## src/rtl/vram_arb_pkg.sv

```systemverilog
// vram_arb_pkg: shared types and widths for the VRAM arbiter
package vram_arb_pkg;
    localparam int ADDR_W = 32;
    localparam int DATA_W = 16;
    localparam int MASK_W = 4;

    typedef enum logic [1:0] {IDLE, GFX_BUSY, DISP_BUSY} state_t;
    typedef enum logic {OWN_GFX, OWN_DISP} owner_t;
endpackage

```

## src/rtl/vram_arbiter_if.sv

```systemverilog
// vram_arbiter_if: rasterizer, scanout, memory and buffer-status signals of the VRAM arbiter
interface vram_arbiter_if;
    import vram_arb_pkg::*;
    logic              gfx_sel_i;
    logic              gfx_wr_i;
    logic [MASK_W-1:0] gfx_mask_i;
    logic [ADDR_W-1:0] gfx_addr_i;
    logic [DATA_W-1:0] gfx_data_i;
    logic [DATA_W-1:0] gfx_data_o;
    logic              gfx_ack_o;
    logic              gfx_swap_i;
    logic              disp_sel_i;
    logic [ADDR_W-1:0] disp_addr_i;
    logic [DATA_W-1:0] disp_data_o;
    logic              disp_ack_o;
    logic              disp_vsync_i;
    logic              mem_sel_o;
    logic              mem_wr_o;
    logic [MASK_W-1:0] mem_mask_o;
    logic [ADDR_W-1:0] mem_addr_o;
    logic [DATA_W-1:0] mem_data_o;
    logic [DATA_W-1:0] mem_data_i;
    logic              mem_ack_i;
    logic              front_sel_o;
    logic              swap_pending_o;

    modport slave (
        input  gfx_sel_i, gfx_wr_i, gfx_mask_i, gfx_addr_i, gfx_data_i, gfx_swap_i,
        input  disp_sel_i, disp_addr_i, disp_vsync_i, mem_data_i, mem_ack_i,
        output gfx_data_o, gfx_ack_o, disp_data_o, disp_ack_o,
        output mem_sel_o, mem_wr_o, mem_mask_o, mem_addr_o, mem_data_o,
        output front_sel_o, swap_pending_o
    );

    modport master (
        output gfx_sel_i, gfx_wr_i, gfx_mask_i, gfx_addr_i, gfx_data_i, gfx_swap_i,
        output disp_sel_i, disp_addr_i, disp_vsync_i, mem_data_i, mem_ack_i,
        input  gfx_data_o, gfx_ack_o, disp_data_o, disp_ack_o,
        input  mem_sel_o, mem_wr_o, mem_mask_o, mem_addr_o, mem_data_o,
        input  front_sel_o, swap_pending_o
    );
endinterface

```

## src/rtl/vram_swap_ctrl.sv

```systemverilog
// vram_swap_ctrl: defers framebuffer swap requests to the next vsync
module vram_swap_ctrl (
    input  logic clk,
    input  logic reset_i,
    input  logic gfx_swap_i,
    input  logic disp_vsync_i,
    output logic front_sel_o,
    output logic swap_pending_o
);
    logic front_q, front_d, pend_q, pend_d, apply;

    // a swap (pending or arriving now) takes effect on vsync; otherwise it is latched
    always_comb begin
        apply   = disp_vsync_i & (pend_q | gfx_swap_i);
        front_d = front_q ^ apply;
        pend_d  = ~apply & (pend_q | gfx_swap_i);
    end

    // front buffer select and pending flag
    always_ff @(posedge clk or posedge reset_i) begin
        if (reset_i) begin
            front_q <= 1'b0;
            pend_q  <= 1'b0;
        end else begin
            front_q <= front_d;
            pend_q  <= pend_d;
        end
    end

    assign front_sel_o    = front_q;
    assign swap_pending_o = pend_q;
endmodule

```

## src/rtl/vram_arbiter.sv

```systemverilog
// vram_arbiter: arbitrates rasterizer and scanout onto one double-buffered VRAM port (VRAM_ARB_RR_EN selects round-robin grant)
module vram_arbiter
    import vram_arb_pkg::*;
#(
    parameter int unsigned FB_WIDTH  = 256,
    parameter int unsigned FB_HEIGHT = 256,
    parameter int unsigned BUF0_BASE = 0,
    parameter int unsigned BUF1_BASE = FB_WIDTH * FB_HEIGHT
) (
    input logic           clk,
    input logic           reset_i,
    vram_arbiter_if.slave bus
);
    localparam logic [ADDR_W-1:0] B0 = ADDR_W'(BUF0_BASE);
    localparam logic [ADDR_W-1:0] B1 = ADDR_W'(BUF1_BASE);

    state_t            state_q;
    logic              mem_sel_q, mem_wr_q;
    logic [MASK_W-1:0] mem_mask_q;
    logic [ADDR_W-1:0] mem_addr_q;
    logic [DATA_W-1:0] mem_data_q;
    logic              front_sel, swap_pending, gfx_ok, pick_disp;
    logic [ADDR_W-1:0] gfx_base, disp_base;

    vram_swap_ctrl u_swap (
        .clk            (clk),
        .reset_i        (reset_i),
        .gfx_swap_i     (bus.gfx_swap_i),
        .disp_vsync_i   (bus.disp_vsync_i),
        .front_sel_o    (front_sel),
        .swap_pending_o (swap_pending)
    );

    // gfx stalls while a swap is pending so it never draws into the buffer about to be shown
    assign gfx_ok    = bus.gfx_sel_i & ~swap_pending;
    assign gfx_base  = front_sel ? B0 : B1;
    assign disp_base = front_sel ? B1 : B0;

`ifdef VRAM_ARB_RR_EN
    owner_t owner_q;

    assign pick_disp = bus.disp_sel_i & (~gfx_ok | (owner_q == OWN_GFX));

    // remember the last grantee so the other side wins the next tie
    always_ff @(posedge clk or posedge reset_i) begin
        if (reset_i)
            owner_q <= OWN_GFX;
        else if (state_q == IDLE && (pick_disp || gfx_ok))
            owner_q <= pick_disp ? OWN_DISP : OWN_GFX;
    end
`else
    assign pick_disp = bus.disp_sel_i;
`endif

    assign bus.gfx_ack_o      = (state_q == GFX_BUSY) & bus.mem_ack_i;
    assign bus.disp_ack_o     = (state_q == DISP_BUSY) & bus.mem_ack_i;
    assign bus.gfx_data_o     = bus.mem_data_i;
    assign bus.disp_data_o    = bus.mem_data_i;
    assign bus.mem_sel_o      = mem_sel_q;
    assign bus.mem_wr_o       = mem_wr_q;
    assign bus.mem_mask_o     = mem_mask_q;
    assign bus.mem_addr_o     = mem_addr_q;
    assign bus.mem_data_o     = mem_data_q;
    assign bus.front_sel_o    = front_sel;
    assign bus.swap_pending_o = swap_pending;

    // grant FSM: latch the winner's request with its buffer base, hold it until memory acks
    always_ff @(posedge clk or posedge reset_i) begin
        if (reset_i) begin
            state_q    <= IDLE;
            mem_sel_q  <= 1'b0;
            mem_wr_q   <= 1'b0;
            mem_mask_q <= '0;
            mem_addr_q <= '0;
            mem_data_q <= '0;
        end else if (state_q == IDLE) begin
            if (pick_disp) begin
                state_q    <= DISP_BUSY;
                mem_sel_q  <= 1'b1;
                mem_wr_q   <= 1'b0;
                mem_mask_q <= '0;
                mem_data_q <= '0;
                mem_addr_q <= disp_base + bus.disp_addr_i;
            end else if (gfx_ok) begin
                state_q    <= GFX_BUSY;
                mem_sel_q  <= 1'b1;
                mem_wr_q   <= bus.gfx_wr_i;
                mem_mask_q <= bus.gfx_mask_i;
                mem_data_q <= bus.gfx_data_i;
                mem_addr_q <= gfx_base + bus.gfx_addr_i;
            end
        end else if (bus.mem_ack_i) begin
            state_q   <= IDLE;
            mem_sel_q <= 1'b0;
        end
    end
endmodule

```

## src/flat_wrapper.sv

```systemverilog
// flat-port wrapper written by rule: the top's interface ports become plain ports
module vram_arbiter_flat import vram_arb_pkg::*;
#(
    parameter int unsigned FB_WIDTH  = 256,
    parameter int unsigned FB_HEIGHT = 256,
    parameter int unsigned BUF0_BASE = 0,
    parameter int unsigned BUF1_BASE = FB_WIDTH * FB_HEIGHT
)
  (clk, reset_i, bus_gfx_sel_i, bus_gfx_wr_i, bus_gfx_mask_i, bus_gfx_addr_i, bus_gfx_data_i, bus_gfx_swap_i, bus_disp_sel_i, bus_disp_addr_i, bus_disp_vsync_i, bus_mem_data_i, bus_mem_ack_i, bus_gfx_data_o, bus_gfx_ack_o, bus_disp_data_o, bus_disp_ack_o, bus_mem_sel_o, bus_mem_wr_o, bus_mem_mask_o, bus_mem_addr_o, bus_mem_data_o, bus_front_sel_o, bus_swap_pending_o);
  vram_arbiter_if bus_i ();
  input logic clk;
  input logic reset_i;
  input wire logic [$bits(bus_i.gfx_sel_i)-1:0] bus_gfx_sel_i;
  input wire logic [$bits(bus_i.gfx_wr_i)-1:0] bus_gfx_wr_i;
  input wire logic [$bits(bus_i.gfx_mask_i)-1:0] bus_gfx_mask_i;
  input wire logic [$bits(bus_i.gfx_addr_i)-1:0] bus_gfx_addr_i;
  input wire logic [$bits(bus_i.gfx_data_i)-1:0] bus_gfx_data_i;
  input wire logic [$bits(bus_i.gfx_swap_i)-1:0] bus_gfx_swap_i;
  input wire logic [$bits(bus_i.disp_sel_i)-1:0] bus_disp_sel_i;
  input wire logic [$bits(bus_i.disp_addr_i)-1:0] bus_disp_addr_i;
  input wire logic [$bits(bus_i.disp_vsync_i)-1:0] bus_disp_vsync_i;
  input wire logic [$bits(bus_i.mem_data_i)-1:0] bus_mem_data_i;
  input wire logic [$bits(bus_i.mem_ack_i)-1:0] bus_mem_ack_i;
  output wire logic [$bits(bus_i.gfx_data_o)-1:0] bus_gfx_data_o;
  output wire logic [$bits(bus_i.gfx_ack_o)-1:0] bus_gfx_ack_o;
  output wire logic [$bits(bus_i.disp_data_o)-1:0] bus_disp_data_o;
  output wire logic [$bits(bus_i.disp_ack_o)-1:0] bus_disp_ack_o;
  output wire logic [$bits(bus_i.mem_sel_o)-1:0] bus_mem_sel_o;
  output wire logic [$bits(bus_i.mem_wr_o)-1:0] bus_mem_wr_o;
  output wire logic [$bits(bus_i.mem_mask_o)-1:0] bus_mem_mask_o;
  output wire logic [$bits(bus_i.mem_addr_o)-1:0] bus_mem_addr_o;
  output wire logic [$bits(bus_i.mem_data_o)-1:0] bus_mem_data_o;
  output wire logic [$bits(bus_i.front_sel_o)-1:0] bus_front_sel_o;
  output wire logic [$bits(bus_i.swap_pending_o)-1:0] bus_swap_pending_o;
  assign bus_i.gfx_sel_i = bus_gfx_sel_i;
  assign bus_i.gfx_wr_i = bus_gfx_wr_i;
  assign bus_i.gfx_mask_i = bus_gfx_mask_i;
  assign bus_i.gfx_addr_i = bus_gfx_addr_i;
  assign bus_i.gfx_data_i = bus_gfx_data_i;
  assign bus_i.gfx_swap_i = bus_gfx_swap_i;
  assign bus_i.disp_sel_i = bus_disp_sel_i;
  assign bus_i.disp_addr_i = bus_disp_addr_i;
  assign bus_i.disp_vsync_i = bus_disp_vsync_i;
  assign bus_i.mem_data_i = bus_mem_data_i;
  assign bus_i.mem_ack_i = bus_mem_ack_i;
  assign bus_gfx_data_o = bus_i.gfx_data_o;
  assign bus_gfx_ack_o = bus_i.gfx_ack_o;
  assign bus_disp_data_o = bus_i.disp_data_o;
  assign bus_disp_ack_o = bus_i.disp_ack_o;
  assign bus_mem_sel_o = bus_i.mem_sel_o;
  assign bus_mem_wr_o = bus_i.mem_wr_o;
  assign bus_mem_mask_o = bus_i.mem_mask_o;
  assign bus_mem_addr_o = bus_i.mem_addr_o;
  assign bus_mem_data_o = bus_i.mem_data_o;
  assign bus_front_sel_o = bus_i.front_sel_o;
  assign bus_swap_pending_o = bus_i.swap_pending_o;
  vram_arbiter #(.FB_WIDTH(FB_WIDTH), .FB_HEIGHT(FB_HEIGHT), .BUF0_BASE(BUF0_BASE), .BUF1_BASE(BUF1_BASE)) u_core (.clk(clk), .reset_i(reset_i), .bus(bus_i));
endmodule
```

## config.mk

```make
export PLATFORM = sky130hd
export DESIGN_NAME = vram_arbiter_flat
export DESIGN_NICKNAME = d
export VERILOG_FILES = /design/src/rtl/vram_arb_pkg.sv /design/src/rtl/vram_arbiter_if.sv /design/src/rtl/vram_swap_ctrl.sv /design/src/rtl/vram_arbiter.sv /design/src/flat_wrapper.sv
export SDC_FILE = /design/constraint.sdc
export NUM_CORES = 1
export LEC_CHECK = 0
export CORE_UTILIZATION = 34
export CTS_CLUSTER_DIAMETER = 100
export CTS_CLUSTER_SIZE = 10
export DETAILED_ROUTE_END_ITERATION = 16
export PLACE_DENSITY = 0.82
export SYNTH_ARGS = -nofsm -noshare
export SYNTH_HDL_FRONTEND = slang
export SYNTH_SLANG_ARGS = --single-unit
```

## constraint.sdc

```tcl
create_clock -name clk -period 1.7 [get_ports clk]
set_input_delay 0.255 -clock clk [delete_from_list [all_inputs] [get_ports clk]]
set_output_delay 0.255 -clock clk [all_outputs]
set_load 0.005 [all_outputs]
```

# After elaboration in Yosys (flattened, before gate mapping)

Index checks and enable logic that the tools add are counted.

Reduce and logical (&&, ||, !) cells: 5
Muxes and demuxes: 18
Bitwise gates (word level): 9
Add/sub/neg operators: 2
Eq/ne operators: 3

Operators by type and width:

| cell                                                             | number |
|---|---|
| 32-bit adder                                                     | 2 |
| 32-bit two-way mux                                               | 2 |
| 17-bit two-way mux                                               | 2 |
| 16-bit two-way mux                                               | 2 |
| 2-bit two-way mux                                                | 4 |
| 4-bit two-way mux                                                | 2 |
| 1-bit two-way mux                                                | 6 |
| 1-bit AND                                                        | 5 |
| 2-bit AND reduction                                              | 2 |
| 2-bit nonzero test                                               | 2 |
| 3-bit by 2-bit != test with 1-bit output (second input constant) | 1 |
| 2-bit by 1-bit == test with 1-bit output (second input constant) | 1 |
| 2-bit == test (second input constant)                            | 1 |
| 2-bit logical NOT                                                | 1 |
| 1-bit inverter                                                   | 2 |
| 1-bit bitwise OR                                                 | 1 |
| 1-bit bitwise XOR                                                | 1 |

Input port bits: 108
Bits in registers: 58
Word-level logic and storage cells: 45

# Depth between registers and ports, before layout

Depth in word-level cells: 5
Gate-level depth with buffers: 8

# Modules after synthesis

A second synthesis with hierarchy kept.

Cells, all modules: 389
Area total of the unflattened synthesis: 3400.8 sq um

By module, submodules not included:

| module         | instances | seq. area each (sq um) | cells each | area an instance (sq um) |
|---|---|---|---|---|
| vram_arbiter   | 1         | 1401.3                 | 382        | 3321.9 |
| vram_swap_ctrl | 1         | 50.0                   | 7          | 78.8 |

# Worst setup path before layout

Ideal clock, no wire load.

Kind: reg2reg
Start: reg u_core.u_swap.front_q (netlist: u_core.u_swap.front_sel_o)
End: reg u_core.mem_addr_q[30] (netlist: u_core.bus.mem_addr_o[30])
Arrival time: 1653 ps
Slack: -79 ps
Library setup time: 127 ps
Data required time: 1573 ps
Buffers on the path: 0
Stages on the path, launching flop included: 9
Path through: dfrtp_1 inv_1 ha_1 ha_1 nand4_1 nor4_1 xor2_1 a22oi_1 o21ai_1

Word-level cells in the longest chain between the ends: 4
Elaborated cells on any way between the ends: 6

Ends and longest elaborated chain:

| element                  | RTL line             | text |
|---|---|---|
| start: declaration       | vram_swap_ctrl.sv:10 | `logic front_q, front_d, pend_q, pend_d, apply;` |
| start signal: assignment | vram_swap_ctrl.sv:25 | `front_q <= front_d;` |
| 17-bit two-way mux       | vram_arbiter.sv:36   | `assign gfx_base = front_sel ? B0 : B1;` |
| 32-bit adder             | vram_arbiter.sv:90   | `mem_addr_q <= gfx_base + bus.gfx_addr_i;` |
| 32-bit two-way mux       | vram_arbiter.sv:84   | `end else if (gfx_ok) begin` |
| 32-bit two-way mux *     | vram_arbiter.sv:77   | `if (pick_disp) begin` |
| end signal: assignment   | vram_arbiter.sv:83   | `mem_addr_q <= disp_base + bus.disp_addr_i;` |
| end signal: assignment   | vram_arbiter.sv:90   |  |
| end: declaration         | vram_arbiter.sv:20   | `logic [ADDR_W-1:0] mem_addr_q;` |

Every way passes the cells marked *; elsewhere a longest branch is shown, timed or not. The select of a mux whose other input is x is not followed.
A chain may end at the register's enable or synchronous reset.

# Worst setup path after layout

Start: reg u_core.u_swap.front_q (netlist: u_core.u_swap.front_sel_o)
End: reg u_core.mem_addr_q[26] (netlist: u_core.bus.mem_addr_o[26])

Same word-level chain as after synthesis.

==> metrics.cfg <==
[synth]
syn_avg_cell_area_sq_um = 9.10
yosysWarnings = 0
yosysSeqAreaShare_pct = 43.7
ys.flop_type = dfrtp_1
netlist_top_cells_count = 59 x nand2_1, 58 x dfrtp_1, 50 x o21ai_0
async_flop_share_pct = 100
synth_cells = 365
synth_area_leaders = dfrtp_1 44%, o21ai_0 7.5%, buf_4 7.2%
ys_ff_latch = 58
synth_cell_types = 32
synth-edff-count = 0
synth_largest_area_cell = dfrtp_1
syn_nets = 477
synth_top_area_share_pct = 43.7
synth_area_sq_mm = 0.00332
yosysMostFrequentCell = nand2_1

[drt]
ant_nets = 0
dr_total_vias = 3050
drt_iter0_markers = 74
post_drt_wl_per_cell_microns = 13.9
first_pass_iters = 4
routed_wl_mm = 9.02
avgViaCountPerCell = 4.70
drc_errors = 0

[setup_path]
endpoint_kind = flip-flop
path_max_fanout = 3
crit_chain = inv_2, ha_4, ha_4, nand4_1, buf_4, nor2_2, and3_1, xnor2_1, a221oi_2
critical_path.most_common_cell = ha_4
max_stage_delay_ns = 0.41
cp-start-kind = flip-flop
reg2regPathDepth = 9
criticalPathCategory = reg2reg
required_ns = 1.93
crit_slowest_cell = dfrtp_1
critPathArrivalTime_ns = 2.04

[placed_design]
io_buffers = 149
dp_cells = 629
pre_cts_slack_ns = -0.410
place.gp.congestion = 0.825
dp_hpwl_mm = 7.05

[floorplan]
row_count = 35
fp.dieH_microns = 101
io_pins = 198
dieArea_sq_mm = 0.0102
die_w_microns = 101
core_area_sq_mm = 0.00937
start_util_pct = 35.5

[power_and_ir_drop]
switching_share_pct = 31.2
leakagePower_nw = 2.22
combPwrFrac_pct = 44.9
p_int_w = 0.00425
p_per_area_mw_per_mm2 = 1180
seqPwrFrac_pct = 37.7
switching_power_w = 0.00193
ir_worst_vdd_mv = 0.386
pwr-share-clk_pct = 17.4

[hold_path]
min_path_type = in2async

[clock_network]
htree_levels = 3
tritoncts = yes
cts_made_buffers = 9
clk_latency_ns = 0.33
numClockSinks = 58
cts-root-buf = clkbuf_8
clk_pin_slew_ns = 0.06
cts.path.max_buffers = 2

[global_route]
overflow = 0
grt_pass1_vias = 3094
grt_max_degree = 59
grt_pass1_wl_mm = 14.5
grtUsageTotal_pct = 18.4
grt_antenna_before_repair = 0

[timing]
hold_viol = 0
setup_viol = 4
fin_worst_skew_ns = 0.00648
finalCritPeriodShare_pct = 106
min_period_ns = 1.80
postLayoutSetupSlackWorst_ns = -0.104
slew_viol_final = 0
relSlewSlack_pct = 74.0
rsz0062_at_grt = yes
clock.fmax_ghz = 0.554
worst-slew-pin-transition_ns = 0.390

[cells_and_area]
multi_input_area_sq_mm = 0.00164
diodes = 0
drive_above_1_share_pct = 14.4
nets = 627
syn2layout_area_growth_pct = 57.7
fill_cells = 874
final_cells = 649
regArea_sq_mm = 0.00145

[job]
drv_cap = 0

[run_status]
violations = setup timing
status = finished, violations left

## cell families after synthesis
family	after synthesis	share of synthesized area, %
and+or+nand+nor	132	19.7
AOI/OAI and AO/OA	64	10.5
DFF	58	43.7
xor gates and xnor gates	29	7.64
adders and majority gates	4	1.51
buffers and inverters	56	10.3
muxes	22	6.63
## power by group through the flow
| stage | registers [W] | clock network [W] | logic, W |
|---|---|---|---|
| after CTS | 0.00234 | 0.00111 | 0.00278 |
| after floorplan | 0.00236 | 0 | 0.000937 |
| after global placement | 0.00233 | 0 | 0.00266 |
| final | 0.00233 | 0.00107 | 0.00277 |
| after detailed placement | 0.00236 | 0 | 0.00274 |
| after global routing | 0.00240 | 0.00119 | 0.00305 |
## layer usage
layer | GRT usage, % | vias up | part of all wire (%)
li1 | - | 1501 | -
met1 | 20.3 | 1403 | 40
met2 | 34.1 | 128 | 51
met3 | 5.41 | 18 | 7.7
met4 | 5.35 | 0 | 1.4
met5 | 0 | - | 0
## critical path: cells and delay by family, from the launching register on
family / cells / cell delay (ns)
adders and majority gates: 2 / 0.28
buffers and inverters: 2 / 0.27
and+or+nand+nor: 3 / 0.45
AOI/OAI and AO/OA: 1 / 0.22
DFF: 1 / 0.41
xor gates and xnor gates: 1 / 0.08
## timing repair
item,4_1_cts,5_1_grt
endpoints found under the setup margin,8,11
gates resized for setup,8,7
pin swaps,10,7
hold buffers,0,0
setup buffers,3,1
## area by class of cell
class                   instances  area share, %
repair buffers                188           34.4
multi-input cells             251           31.2
flip-flops and latches         58           27.7
well taps                     129           3.08
clock buffers                  13           2.84
inverters                       7          0.501
clock inverters                 3          0.286
## layout by cell type, fill, tap and decap left out, drive strengths merged, types with 2 or more instances in the layout
cell / n
clkdlybuf4s50: 145
nand2: 59
dfrtp: 58
o21ai: 56
buf: 40
mux2i: 22
nand2b: 21
nor2: 16
xor2: 15
xnor2: 14
nand3: 13
clkbuf: 13
nand4: 7
inv: 7
and3: 6
ha: 4
nor4: 4
nor3: 3
a22oi: 3
clkinv: 3
dlygate4sd2: 3
o221ai: 2
## metrics by stage
step	instance area [sq um]	total power (W)	hold WS, ns	TNS, ns	util [%]
6_report	5240	0.00617	0.310	-0.207	55.9
5_1_grt	5240	0.00664	0.320	-0.575	55.9
4_1_cts	5190	0.00623	0.309	-0.0839	55.3
3_5_place_dp	4990	0.00510	0.470	-2.75	53.3
3_3_place_gp	4990	0.00499	0.464	-2.17	53.3
2_1_floorplan	3360	0.00330	0.321	0	-
## sequential cells by signal (all words and copies together) (netlist names)
signal and cells:
u_core.state_q 2, u_core.bus.mem_sel_o 1, u_core.bus.mem_wr_o 1, u_core.bus.mem_data_o 16
u_core.u_swap.front_sel_o 1, u_core.bus.mem_addr_o 32, u_core.bus.mem_mask_o 4, u_core.u_swap.swap_pending_o 1
## path summary, 6_finish.rpt
path / start / end / slack (ns)
max in group asynchronous: reset_i / u_core.bus.mem_addr_o[30] / 1.15
worst min-delay path: reset_i / u_core.bus.mem_data_o[14] / 0.31
worst max register to register: u_core.u_swap.front_sel_o / u_core.bus.mem_addr_o[26] / -0.10
worst min register to register: u_core.bus.mem_data_o[8] / u_core.bus.mem_data_o[8] / 0.48
min in group clk: bus_disp_sel_i / u_core.bus.mem_addr_o[21] / 0.41
worst max-delay path: u_core.u_swap.front_sel_o / u_core.bus.mem_addr_o[26] / -0.10
No activity file was read; power rests on OpenSTA's default activity.
